File: src/rtl/seg_scan_ctrl_if.sv
// Load handshake between the digit-code producer and the scan controller.
// The producer holds digit/load_req until it sees load_ack.
interface seg_scan_ctrl_if;
    logic [19:0] digit;
    logic        load_req;
    logic        load_ack;

    modport master (
        output digit,
        output load_req,
        input  load_ack
    );

    modport slave (
        input  digit,
        input  load_req,
        output load_ack
    );
endinterface

File: src/rtl/seg_scan_ctrl.sv
// Four-digit seven-segment scan controller: frame-coherent shadow digits,
// round-robin mux select, per-slot dead-time, active-low anodes, zero blanking.
//
//   state  | meaning
//   -------+---------------------------------------------------------------
//   S_IDLE | display dark, slot/cyc held at 0, loads captured on any edge
//   S_SCAN | refreshing digits, loads captured only at the frame boundary
module seg_scan_ctrl #(
    parameter int PRESCALE  = 100000,
    parameter int BLANK_CYC = 1000
) (
    input  logic                 clk,
    input  logic                 rst_n,
    input  logic                 enable_i,
    input  logic                 zero_suppress_i,
    seg_scan_ctrl_if.slave       ld,
    output logic [4:0]           dig0_o,
    output logic [4:0]           dig1_o,
    output logic [4:0]           dig2_o,
    output logic [4:0]           dig3_o,
    output logic [1:0]           control_o,
    output logic [3:0]           anode_o,
    output logic                 blank_o
);

    localparam int CW = $clog2(PRESCALE);
    localparam logic [CW-1:0] CYC_LAST = CW'(PRESCALE - 1);

    typedef enum logic {
        S_IDLE = 1'b0,
        S_SCAN = 1'b1
    } state_t;

    state_t          state_q, state_d;
    logic [1:0]      slot_q, slot_d;
    logic [CW-1:0]   cyc_q, cyc_d;
    logic [3:0][4:0] dig_q, dig_d;
    logic [3:0]      anode_q, anode_d;
    logic            blank_q, blank_d;
    logic [1:0]      control_q, control_d;
    logic            ack_q, ack_d;
    logic            capture;
    logic            in_blank;
    logic [3:0]      sup;

    always_ff @(posedge clk or negedge rst_n) begin
        if (!rst_n) begin
            state_q   <= S_IDLE;
            slot_q    <= 2'd0;
            cyc_q     <= '0;
            dig_q     <= '0;
            anode_q   <= 4'hF;
            blank_q   <= 1'b1;
            control_q <= 2'd0;
            ack_q     <= 1'b0;
        end else begin
            state_q   <= state_d;
            slot_q    <= slot_d;
            cyc_q     <= cyc_d;
            dig_q     <= dig_d;
            anode_q   <= anode_d;
            blank_q   <= blank_d;
            control_q <= control_d;
            ack_q     <= ack_d;
        end
    end

    always_comb begin
        state_d   = state_q;
        slot_d    = slot_q;
        cyc_d     = cyc_q;
        dig_d     = dig_q;
        ack_d     = 1'b0;
        capture   = 1'b0;
        anode_d   = 4'hF;
        blank_d   = 1'b1;
        control_d = 2'd0;
        in_blank  = 1'b1;
        sup       = 4'b0000;

        unique case (state_q)
            S_IDLE: begin
                slot_d = 2'd0;
                cyc_d  = '0;
                // Skipping the edge after an ACK keeps one ACK per request.
                capture = ld.load_req && !ack_q;
                if (enable_i) begin
                    state_d = S_SCAN;
                end
            end
            S_SCAN: begin
                if (!enable_i) begin
                    state_d = S_IDLE;
                    slot_d  = 2'd0;
                    cyc_d   = '0;
                end else if (cyc_q == CYC_LAST) begin
                    cyc_d   = '0;
                    slot_d  = slot_q + 2'd1;
                    capture = ld.load_req && (slot_q == 2'd3);
                end else begin
                    cyc_d = cyc_q + CW'(1);
                end
            end
            default: state_d = S_IDLE;
        endcase

        if (capture) begin
            dig_d = ld.digit;
            ack_d = 1'b1;
        end

        // A slot is dark when it and every more significant digit are zero.
        sup[3] = zero_suppress_i && (dig_d[3] == 5'd0);
        sup[2] = sup[3] && (dig_d[2] == 5'd0);
        sup[1] = sup[2] && (dig_d[1] == 5'd0);
        sup[0] = 1'b0;

        in_blank = int'(cyc_d) < BLANK_CYC;

        if (state_d == S_SCAN) begin
            control_d = slot_d;
            if (!in_blank && !sup[slot_d]) begin
                anode_d = ~(4'b0001 << slot_d);
                blank_d = 1'b0;
            end
        end
    end

    assign ld.load_ack = ack_q;
    assign dig0_o      = dig_q[0];
    assign dig1_o      = dig_q[1];
    assign dig2_o      = dig_q[2];
    assign dig3_o      = dig_q[3];
    assign control_o   = control_q;
    assign anode_o     = anode_q;
    assign blank_o     = blank_q;

endmodule

File: src/flat_wrapper.sv
// flat-port wrapper written by rule: the top's interface ports become plain ports
module seg_scan_ctrl_flat 
#(
    parameter int PRESCALE  = 100000,
    parameter int BLANK_CYC = 1000
)
  (clk, rst_n, enable_i, zero_suppress_i, dig0_o, dig1_o, dig2_o, dig3_o, control_o, anode_o, blank_o, ld_digit, ld_load_req, ld_load_ack);
  seg_scan_ctrl_if ld_i ();
  input  logic clk;
  input  logic rst_n;
  input  logic enable_i;
  input  logic zero_suppress_i;
  output logic [4:0] dig0_o;
  output logic [4:0] dig1_o;
  output logic [4:0] dig2_o;
  output logic [4:0] dig3_o;
  output logic [1:0] control_o;
  output logic [3:0] anode_o;
  output logic blank_o;
  input wire logic [$bits(ld_i.digit)-1:0] ld_digit;
  input wire logic [$bits(ld_i.load_req)-1:0] ld_load_req;
  output wire logic [$bits(ld_i.load_ack)-1:0] ld_load_ack;
  assign ld_i.digit = ld_digit;
  assign ld_i.load_req = ld_load_req;
  assign ld_load_ack = ld_i.load_ack;
  seg_scan_ctrl #(.PRESCALE(PRESCALE), .BLANK_CYC(BLANK_CYC)) u_core (.clk(clk), .rst_n(rst_n), .enable_i(enable_i), .zero_suppress_i(zero_suppress_i), .ld(ld_i), .dig0_o(dig0_o), .dig1_o(dig1_o), .dig2_o(dig2_o), .dig3_o(dig3_o), .control_o(control_o), .anode_o(anode_o), .blank_o(blank_o));
endmodule
File: config.mk
export PLATFORM = sky130hd
export DESIGN_NAME = seg_scan_ctrl_flat
export DESIGN_NICKNAME = d
export VERILOG_FILES = /design/src/rtl/seg_scan_ctrl_if.sv /design/src/rtl/seg_scan_ctrl.sv /design/src/flat_wrapper.sv
export SDC_FILE = /design/constraint.sdc
export NUM_CORES = 1
export LEC_CHECK = 0
export BUFFER_PORTS_ARGS = -buffer_cell sky130_fd_sc_hd__clkbuf_2
export CORE_MARGIN = 2
export CORE_UTILIZATION = 50
export CTS_CLUSTER_DIAMETER = 120
export DETAILED_ROUTE_END_ITERATION = 6
export GPL_TIMING_DRIVEN = 0
export PLACE_DENSITY = 0.79
export SLEW_MARGIN = 15
export SYNTH_ARGS = -nofsm -noshare
export SYNTH_HDL_FRONTEND = slang
export SYNTH_SLANG_ARGS = --single-unit
File: constraint.sdc
create_clock -name clk -period 2.75 [get_ports clk]
set_input_delay 0.55 -clock clk [delete_from_list [all_inputs] [get_ports clk]]
set_output_delay 0.55 -clock clk [all_outputs]
set_load 0.01 [all_outputs]
* Word-level counts from Yosys, hierarchy flattened
Cells that the tools add are included. Widths: inputs -> output; s select.
Storage, ports and cells: latch bits 0, input port bits 25, word-level logic and storage cells 51, flip-flop bits (word level) 48, memories kept 0, RAM bits 0, ROM bits 0
Operators by class: equal/unequal tests 2, mux-type cells 19, add/sub/neg operators 2, shifts and indexed selects 1, order comparisons 2, reduce and logical (&&, ||, !) cells 12, div/mod/pow operators 0, bitwise logic cells 2, multiply operators 0
Operators by type and width (count):
- $mux 17 | 2
- $pmux 17 s2 | 1
- $mux 20 | 1
- $add 17x1->17 const B | 1
- $eq 17x17->1 const B | 1
- $lt 17x10->1 const B | 1
- $logic_not 5->1 | 3
- $mux 4 | 2
- $mux 1 | 7
- $logic_and 1x1->1 | 6
- $mux 2 | 3
- $not 4->4 | 1
- $pmux 2 s2 | 1
- $shl 1x2->4 const A | 1
- $logic_not 1->1 | 3
- $lt 2x3->1 const B | 1
- $add 2x1->2 const B | 1
- $bmux 1 s2 | 1
- $eq 2x2->1 const B | 1
- $pmux 1 s2 | 1
- $not 1->1 | 1

* Longest topological paths before layout
Gate-level depths: netlist (run 1).
depth in word-level cells 16, gate-level depth with buffers 10, depth with buffers taken out 8

* Worst setup path before layout (run 1)
Ideal clock, no wire load.
path kind register to register, from reg u_core.cyc_q[0], to reg u_core.anode_q[1], in the netlist u_core.anode_o[1], cell stages (with the launch flop) 10, clock period less this slack 2.315 ns, data required time 2.662 ns, buffers on the path 1, arrival time 2.227 ns, path slack 0.435 ns, cell sequence dfrtp_1 -> ha_1 -> and4_4 -> and4_1 -> buf_6 -> mux2i_2 -> o22ai_1 -> a311oi_2 -> o21ai_2 -> or3_1
Between the ends: cells in the longest elaborated chain, start to end 15, elaborated cells on any way between the ends 28, those cells by class add/sub: 1; order compare: 1; eq/ne: 1; shift: 1; mux: 14; bitwise: 1; reduce/logical: 9
Ends and longest elaborated chain:
- start: declaration | line seg_scan_ctrl.sv:36 | logic [CW-1:0] cyc_q, cyc_d;
- start signal: assignment | line seg_scan_ctrl.sv:59 | cyc_q <= cyc_d;
- parallel branches: the longest is 13 deep, another holds $add 17x1->17
- $mux 4 (*) | line seg_scan_ctrl.sv:122 | if (!in_blank && !sup[slot_d]) begin
- $mux 4 (*) | line seg_scan_ctrl.sv:120 | if (state_d == S_SCAN) begin
- via u_core.anode_d[1] | line seg_scan_ctrl.sv:38 | logic [3:0] anode_q, anode_d;
- end signal: assignment | line seg_scan_ctrl.sv:61 | anode_q <= anode_d;
- end: declaration | line seg_scan_ctrl.sv:38
Mark *: on every way through the listed nets, which the timed path passes. The select of a mux whose other input is x is not followed. A chain may end at the register's enable or synchronous reset.

* Final worst setup path (run 1)
Ends and elaborated chain as after synthesis.

==> run summary, run 1 <==
Data arrival, critical path -> 2.82 ns
Commonest cells in the netlist -> dfrtp_1 (43), nor2_1 (29), mux2_2 (21)
Reg-to-reg setup timing slack -> 0.15 ns
Clk_skew -> 0.00629 ns
Routed len/inst -> 14.2 um
Final Cycle Share -> 94.6%
Via count -> 1782
Clk Latency, worst-skew pair -> 0.30 ns
Critical Path End -> u_core.anode_o[1]
Crit. End Element -> flip-flop
Main combinational cell family by area after synthesis -> simple AND/OR/NAND/NOR gates
Area occupied by multi-input gates -> 1080 um2
Setup-failing EPs final -> 0
Adder-Cell Fraction of Synth Area -> 1.06%
Post-detail-place hpwl -> 3340 um
Worst endpoint required time -> 2.97 ns
Synth area leaders -> dfrtp_1 (46%), mux2_2 (10%), dfstp_2 (5.6%), nor2_1 (4.6%), xnor2_1 (4.4%)
Worst-path maximum fanout -> 6
Clock root cell -> clkbuf_8
Setup ws final -> 0.149 ns
Vias per std cell -> 5.48
Top-Level Pins -> 53
Worst setup SP type -> flip-flop
Max-cap violations -> 0
CTS tree -> done
CTS Buf Count -> 5
Area grow syn2layout -> 20.1%
Ys async rst share -> 100%
Worst-case clock buffer depth -> 2
YS warnings -> 0
Finished Layout Cells -> 325
Worst Setup SP -> u_core.cyc_q[0]
GPL Wtd Cong -> 0.852
Final Hold Fails -> 0
Vias in the first global route -> 1744
Post-synthesis compound-gate area fraction -> 6.35%
# diodes -> 0
Largest net degree at the start of global routing -> 49
Share of post-route cells with drive strength above 1 -> 38.0%
Inst Count DP -> 317
Avg Cell Area, Syn -> 11.2 um2
Post-synth net total -> 238
Ys flop type -> dfrtp_1
Max IR drop VDD -> 485 uV
Fill count -> 397
GRT Total Usage -> 19.3%
Register area share after synthesis -> 51.1%
EDFF count, synth -> 0
DIE WIDTH -> 72.8 um
Worst Tran Pin Value -> 0.598 ns
Initial antenna violation count -> 0
Post-route ant nets -> 0
Post CTS Setup Buffer Count -> 0
Placement Rows -> 25
Fin. max-slew vios -> 0
First-pass DRT Iterations -> 6
#FFs+latches synth -> 48
Crit path time final -> 2.60 ns
Final wirelength -> 4610 um
First-pass GRT wire length -> 7990 um
Hold Crit Class -> input pin to async pin
Fin Setup TNS -> 0 ns
Layout Utilization -> 61.4%
Die area -> 5300 um2
Synth area leader -> dfrtp_1
DRC violations left -> 0
Port bufs -> 52
Number of H-tree levels -> 2
Post-Syn Instances -> 211
Hold_buf cts -> 0
Reg-to-Reg Start -> u_core.cyc_q[0]
Mux contribution to synthesized area -> 11.4%
XOR/XNOR Fraction of Synth Area -> 6.67%
PD cells -> 561 nW/um2
Initial Utilization -> 51.1%
Synth Cell Area -> 2360 um2
Nets@finish -> 297
Crit Path Class -> flip-flop to flip-flop
Worst R2R Path Depth -> 9
Status -> finished, final reports clean
Most common cell in the netlist -> dfrtp_1
Library cells used by synthesis -> 49
Reg clk slew, reported paths -> 0.09 ns
GR Overflow Total -> 0
Core area -> 4630 um2
Clock sink total -> 48
Register area -> 1210 um2
Initial DRC count -> 99
Total power -> 1.59 mW
Place WS -> 0.128 ns
Headroom to the max-slew limit -> 60.2%
Yosys top cell area share -> 45.5%
Leak Pwr -> 1.25 nW
Simple-Gate Fraction of Synth Area -> 19.6%
Max Fclk -> 0.385 GHz
RR Endpoint -> u_core.anode_o[1]
RSZ-0062 raised after global routing -> false
Die height -> 72.8 um
## cell type report
cell class                      count  share of cell area (%)
Sequential cell                    48                    42.5
Multi-Input combinational cell    146                    38.0
Timing Repair Buffer               52                    9.25
Clock buffer                        6                    2.56
Tap cell                           54                    2.38
Buffer                              9                    2.16
Clock inverter                      2                    2.11
Inverter                            8                    1.06
## metrics by stage
step	cell area (um2)	hold WS, ns
CTS	2830	0.366
global route	2840	0.294
floorplan	2360	0.254
detailed placement	2690	0.478
finish	2840	0.263
global placement	2690	0.461
## how the worst min path moves through the flow
stage | end | slack [ns] | cells past startpoint
after floorplan | u_core.control_o[0] | 0.25 | 0
after global placement | u_core.cyc_q[0] | 0.46 | 1
after detailed placement | u_core.cyc_q[0] | 0.48 | 1
after CTS | u_core.state_q | 0.37 | 1
after global routing | u_core.cyc_q[4] | 0.29 | 1
final | u_core.cyc_q[3] | 0.26 | 1
## registers in the layout, indices dropped and copies added, names as in the netlist
name                flops
u_core.blank_o          1
u_core.anode_o          4
u_core.ld.load_ack      1
u_core.state_q          1
u_core.cyc_q           17
u_core.dig2_o           5
u_core.dig3_o           5
u_core.slot_q           2
u_core.dig1_o           5
u_core.dig0_o           5
u_core.control_o        2
## cells in the final DEF (no fill, tap or decap), types with 3 or more instances in the layout
| cell type | synthesis | layout |
|---|---|---|
| dfrtp_1 | 43 | 43 |
| buf_6 | 3 | 3 |
| nand4_1 | 4 | 4 |
| mux2_2 | 21 | 21 |
| xnor2_1 | 12 | 12 |
| nand3_1 | 5 | 5 |
| a31oi_1 | 3 | 3 |
| dfstp_2 | 5 | 5 |
| clkbuf_8 | 0 | 5 |
| xor2_1 | 6 | 6 |
| nand2_1 | 12 | 12 |
| inv_1 | 8 | 8 |
| clkbuf_2 | 1 | 52 |
| clkbuf_1 | 2 | 3 |
| nor2_1 | 29 | 29 |
| nor3_1 | 9 | 9 |
| buf_2 | 3 | 3 |
## repair_timing
item	in CTS	in global routing
endpoints found under the hold margin	0	0
endpoints found under the setup margin	0	1
resized for setup	0	2
## layer usage
layer | track usage [%] | vias to the layer above | wire, um
met2 | 33.7 | 51 | 2350
met1 | 23.9 | 864 | 1960
li1 | - | 860 | -
met3 | 4.28 | 7 | 241
met4 | 5.56 | 0 | 59
met5 | 0 | - | 0
## where the power goes
group	switching, mW	internal, mW	total, mW
logic	0.101	0.100	0.201
clock network	0.228	0.363	0.591
registers	0.0398	0.761	0.801
## cell families (layout without fill, tap and decap cells)
| group | count (synthesis) | after routing |
|---|---|---|
| XOR/XNOR | 18 | 18 |
| flip-flops | 48 | 48 |
| multiplexers | 24 | 24 |
| AO/OA/AOI/OAI | 19 | 19 |
| AND/OR/NAND/NOR | 83 | 83 |
| buffers and inverters | 17 | 77 |
| adder cells (fa/ha/maj) | 2 | 2 |
## critical path: stages, from the launching register on
cell	delay, ns
dfrtp_1	0.40
ha_1	0.29
and4_4	0.29
and4_1	0.22
buf_6	0.14
mux2i_2	0.30
o22ai_1	0.15
a311oi_2	0.35
o21ai_2	0.09
or3_1	0.31
Power figures use the tool's default switching activity.
==> run 2: changes to the inputs <==
RECOVER_POWER = 50   (was not set)
==> run 2 against run 1 <==
  * Routed wire length barely moved
  * Total power shrank 0.36%
  * Sequential power about the same
  * Critical path depth stayed put
  * Setup slack got worse by 0.0010 ns
  * Via count increased by 0.17%
  * Hold slack improved by 0.11 ns
  * Final area shrank 0.70%
  * Maximum frequency about the same
  * Cell count is the same
  * Critical endpoint unchanged
  * Largest power group unchanged
  * Highest routed layer unchanged
==> run summary, run 2 (synthesis results as in run 1) <==
Status -> finished, final reports clean
Setup-failing EPs final -> 0
Top-Level Pins -> 53
Max Fclk -> 0.384 GHz
Flop pwr share -> 50.4%
Area grow syn2layout -> 19.3%
Total power -> 1.59 mW
Fin Setup TNS -> 0 ns
DIE WIDTH -> 72.8 um
Post-route ant nets -> 0
Via count -> 1785
Reg-to-reg setup timing slack -> 0.15 ns
Switching Fraction -> 23.3%
Nets@finish -> 297
Clock sink total -> 48
Worst endpoint required time -> 2.98 ns
Crit Path Class -> flip-flop to flip-flop
PD cells -> 563 nW/um2
CTS tree -> done
RR Endpoint -> u_core.anode_o[1]
GRT Total Usage -> 19.3%
Top reg by flops -> u_core.cyc_q
CTS resizes -> 0
GPL Wtd Cong -> 0.852
Die height -> 72.8 um
Post CTS Setup Buffer Count -> 0
Commonest non-fill, non-tap cell in the layout -> dfrtp_1
Leak Pwr -> 1.21 nW
Initial antenna violation count -> 0
Clk_skew -> 0.00714 ns
Fin. max-slew vios -> 0
Worst setup SP type -> flip-flop
# diodes -> 0
Crit path time final -> 2.60 ns
Worst Setup SP -> u_core.cyc_q[0]
Max-cap violations -> 0
Data arrival, critical path -> 2.83 ns
First-pass DRT Iterations -> 4
Post-DP Area -> 2690 um2
Headroom to the max-slew limit -> 21.3%
Final Cycle Share -> 94.6%
Share of total power in the clock network -> 37.4%
WHS -> 0.373 ns
Fill count -> 406
Crit. End Element -> flip-flop
Post-detail-place hpwl -> 3340 um
Final Hold Fails -> 0
CTS Buf Count -> 5
Max IR drop VDD -> 484 uV
WL met3 -> 241 um
Die area -> 5300 um2
Critical path, cell by cell -> ha_1 > and4_4 > and4_1 > buf_6 > mux2i_2 > o22ai_1 > a311oi_2 > o21ai_2 > or3_1
GR Overflow Total -> 0
Worst Tran Pin Value -> 1.18 ns
Routed len/inst -> 14.2 um
Hold-critical path depth -> 1
Initial Utilization -> 51.1%
DRC violations left -> 0
Clock root cell -> clkbuf_8
Worst-path maximum fanout -> 6
Slowest CP cell -> dfrtp_1
Port bufs -> 52
Design area -> 2820 um2
Core area -> 4630 um2
CP Buf/Inv Count -> 1
Vias per std cell -> 5.49
Hold Startpoint -> enable_i
Max FFs per register -> 17
Wl on met1 -> 1960 um
Number of H-tree levels -> 2
CP max stage delay -> 0.40 ns
RSZ-0062 raised after global routing -> false
Placement Rows -> 25
Reg-to-Reg Start -> u_core.cyc_q[0]
Hold_buf cts -> 0
Worst Hold End -> u_core.state_q
Vias in the first global route -> 1744
Reg clk slew, reported paths -> 0.09 ns
Worst-case clock buffer depth -> 2
Largest net degree at the start of global routing -> 49
Final wirelength -> 4610 um
First-pass GRT wire length -> 7990 um
Share of post-route cells with drive strength above 1 -> 32.8%
Max layer used -> met4
Hold Crit Class -> input pin to flip-flop
Sw power -> 370 uW
Worst R2R Path Depth -> 9
Met2 WL -> 2350 um
Commonest cells after routing, fill and taps aside -> dfrtp_1 (43), clkbuf_2 (39), nor2_1 (29)
Pint -> 1.22 mW
Initial DRC count -> 104
Logic pwr share -> 12.2%
CP top delay family -> simple AND/OR/NAND/NOR gates
Clk Latency, worst-skew pair -> 0.30 ns
==> run 2: changes by cell type in the layout (fill, tap and decap cells not counted) <==
| cell | previous run | this run |
|---|---|---|
| clkbuf_1 | 3 | 17 |
| buf_4 | 1 | 0 |
| clkbuf_2 | 52 | 39 |
==> run 2: metrics by stage <==
| stage | util [%] | cells | worst slack, ns |
|---|---|---|---|
| 4_1_cts | 61.0 | 325 | 0.101 |
| 6_report | 60.9 | 325 | 0.148 |
| 2_1_floorplan | - | 211 | 0.435 |
| 3_3_place_gp | 58.2 | 317 | 0.200 |
| 5_1_grt | 60.9 | 325 | 0.0156 |
| 3_5_place_dp | 58.2 | 317 | 0.128 |
==> run 2: worst max-delay path by stage <==
stage | endpoint | slack [ns] | depth (start not counted)
2_1_floorplan | u_core.anode_o[1] | 0.44 | 9
3_3_place_gp | u_core.anode_o[1] | 0.20 | 9
3_5_place_dp | u_core.anode_o[1] | 0.13 | 9
4_1_cts | u_core.anode_o[1] | 0.10 | 9
5_1_grt | u_core.anode_o[1] | 0.02 | 9
6_report | u_core.anode_o[1] | 0.15 | 9
==> run 2: final cells by class <==
class	instances	area, um2	area share (%)
repair buffers	52	243	8.61
clock buffers	6	72.6	2.57
clock inverters	2	60.1	2.13
well taps	54	67.6	2.40
inverters	8	30.0	1.06
flip-flops and latches	48	1210	42.8
plain buffers	9	61.3	2.17
multi-input cells	146	1080	38.2
==> run 2: power groups by stage <==
stage                     registers [mW]  logic [mW]  clock network, mW
after detailed placement           0.815       0.204                  0
after global routing               0.808       0.214              0.643
after floorplan                    0.834      0.0766                  0
final                              0.800       0.194              0.593
after global placement             0.811       0.199                  0
after CTS                          0.801       0.204              0.603
==> run 2: routing by layer <==
metal / vias to the layer above / track usage, %
met3: 7 / 4.28
met4: 0 / 5.56
li1: 861 / -
met1: 862 / 23.9
met5: - / 0
met2: 55 / 33.7
==> run 3: changes to the inputs <==
ABC_CLOCK_PERIOD_IN_PS = 2400   (was not set)
clock period = 2.4 ns   (was 2.75 ns; I/O delays follow)
==> run 3 against run 2 <==
  * Sequential share of layout area is 1.3 points lower
  * Clock skew hardly changed
  * Final area is 3.3% higher
  * Flip-flop and latch count stayed put
  * Clock power is 15% higher
  * Sequential power is 15% higher
  * Setup slack worse by 0.10 ns
  * Total power is 15% higher
  * Routed wire length is 0.69% higher
  * Via count is 1.1% higher
  * Critical path depth stayed put
  * Die area stayed put
  * Critical path type unchanged
  * Largest cell class unchanged
  * Highest routed layer unchanged
==> run summary, run 3 (synthesis results as in run 1) <==
Inst Count DP -> 317
Final Hold Fails -> 0
Max-cap violations -> 0
Switching Fraction -> 23.3%
Final wirelength -> 4640 um
Critical path, cell by cell -> ha_4 > and4_4 > and4_1 > buf_6 > mux2i_4 > o22ai_2 > a311oi_2 > o21ai_2 > or3_1
Setup-failing EPs final -> 0
Largest net degree at the start of global routing -> 49
Placement Rows -> 25
First-pass GRT wire length -> 8000 um
Slowest CP cell -> dfrtp_1
Top-Level Pins -> 53
CP max stage delay -> 0.41 ns
Worst endpoint required time -> 2.62 ns
DRC violations left -> 0
Status -> finished, final reports clean
RSZ-0062 raised after global routing -> true
Layout Utilization -> 62.9%
Vias in the first global route -> 1768
Crit. End Element -> flip-flop
Data arrival, critical path -> 2.58 ns
CTS tree -> done
Post-route ant nets -> 0
Clk Latency, worst-skew pair -> 0.30 ns
Crit Path Class -> flip-flop to flip-flop
Fin. max-slew vios -> 0
Core area -> 4630 um2
Design area -> 2910 um2
Post-detail-place hpwl -> 3340 um
Sw power -> 425 uW
Commonest non-fill, non-tap cell in the layout -> dfrtp_1
Critical Path End -> u_core.anode_o[1]
First-pass DRT Iterations -> 4
Flop pwr share -> 50.3%
Fin Setup TNS -> 0 ns
Clk_skew -> 0.00743 ns
Nets@finish -> 304
CTS Buf Count -> 5
Worst-path maximum fanout -> 6
Share of total power in the clock network -> 37.2%
Reg clk slew, reported paths -> 0.09 ns
Initial antenna violation count -> 0
Worst setup SP type -> flip-flop
Commonest cells after routing, fill and taps aside -> dfrtp_1 (42), clkbuf_2 (41), nor2_1 (29)
Routed len/inst -> 14.0 um
PD cells -> 626 nW/um2
Worst R2R Path Depth -> 9
Port bufs -> 52
Area grow syn2layout -> 23.2%
DIE WIDTH -> 72.8 um
Place WS -> -0.222 ns
Worst Setup SP -> u_core.cyc_q[1]
Finished Layout Cells -> 332
Hold Crit Class -> input pin to flip-flop
Logic pwr share -> 12.5%
Headroom to the max-slew limit -> 23.4%
Reg-to-Reg Start -> u_core.cyc_q[1]
Clock sink total -> 48
Fill count -> 395
Leak Pwr -> 1.25 nW
Crit path time final -> 2.35 ns
Top reg by flops -> u_core.cyc_q
Reg-to-reg setup timing slack -> 0.05 ns
Worst Tran Pin Value -> 1.15 ns
WHS -> 0.303 ns
RR Endpoint -> u_core.anode_o[1]
Setup ws final -> 0.0481 ns
Final Cycle Share -> 98.0%
Max FFs per register -> 17
Via count -> 1804
Vias per std cell -> 5.43
Die area -> 5300 um2
Share of post-route cells with drive strength above 1 -> 37.1%
# diodes -> 0
Number of H-tree levels -> 2
Post-DP Area -> 2690 um2
Initial DRC count -> 83
Clock root cell -> clkbuf_8
GRT Total Usage -> 19.5%
Total power -> 1.82 mW
Initial Utilization -> 51.1%
Pint -> 1.40 mW
GR Overflow Total -> 0
Worst-case clock buffer depth -> 2
Max Fclk -> 0.425 GHz
Max IR drop VDD -> 555 uV
Die height -> 72.8 um
GPL Wtd Cong -> 0.852
run 3: how the worst min path moves through the flow:
| stage | from | to | slack [ns] | cells past startpoint |
|---|---|---|---|---|
| 2_1_floorplan | rst_n | u_core.control_o[0] | 0.18 | 0 |
| 3_3_place_gp | u_core.cyc_q[0] | u_core.cyc_q[0] | 0.46 | 1 |
| 3_5_place_dp | u_core.cyc_q[0] | u_core.cyc_q[0] | 0.48 | 1 |
| 4_1_cts | enable_i | u_core.state_q | 0.30 | 1 |
| 5_1_grt | enable_i | u_core.state_q | 0.29 | 1 |
| 6_report | enable_i | u_core.state_q | 0.30 | 1 |
run 3: timing repair:
action | 4_1_cts | 5_1_grt
pin swaps | 2 | 6
setup buffers | 2 | 6
hold endpoints to repair | 0 | 0
cloned | 0 | 0
hold buffers | 0 | 0
setup endpoints to repair | 12 | 2
gates resized for setup | 7 | 2
run 3: area by class of cell:
class / count / area (um2) / area share (%)
sequential: 48 / 1210 / 41.5
multi-input combinational: 146 / 1110 / 38.2
timing repair buffer: 60 / 305 / 10.5
clock buffer: 6 / 72.6 / 2.49
tap: 54 / 67.6 / 2.32
clock inverter: 2 / 60.1 / 2.06
buffer: 8 / 57.6 / 1.98
inverter: 8 / 30.0 / 1.03
run 3: critical path: cells and delay by family, from the launching register on:
family / cells / cell delay (ns)
simple gates: 3 / 0.77
flops: 1 / 0.41
buf+inv: 1 / 0.15
mux: 1 / 0.28
compound gates: 3 / 0.48
fa+ha+maj: 1 / 0.19
run 3: per-layer routing:
metal	up-vias	share of wire (%)	track usage, %
met5	-	0	0
met4	0	1.1	6.79
met3	4	4.8	4.28
met2	45	53	34.7
met1	879	41	23.2
li1	876	-	-
run 3: power groups by stage:
stage	clock, mW	sequential [mW]	combinational, mW
floorplan	0	0.956	0.0877
global placement	0	0.929	0.228
detailed placement	0	0.934	0.234
CTS	0.691	0.918	0.237
global route	0.738	0.926	0.251
finish	0.679	0.918	0.227
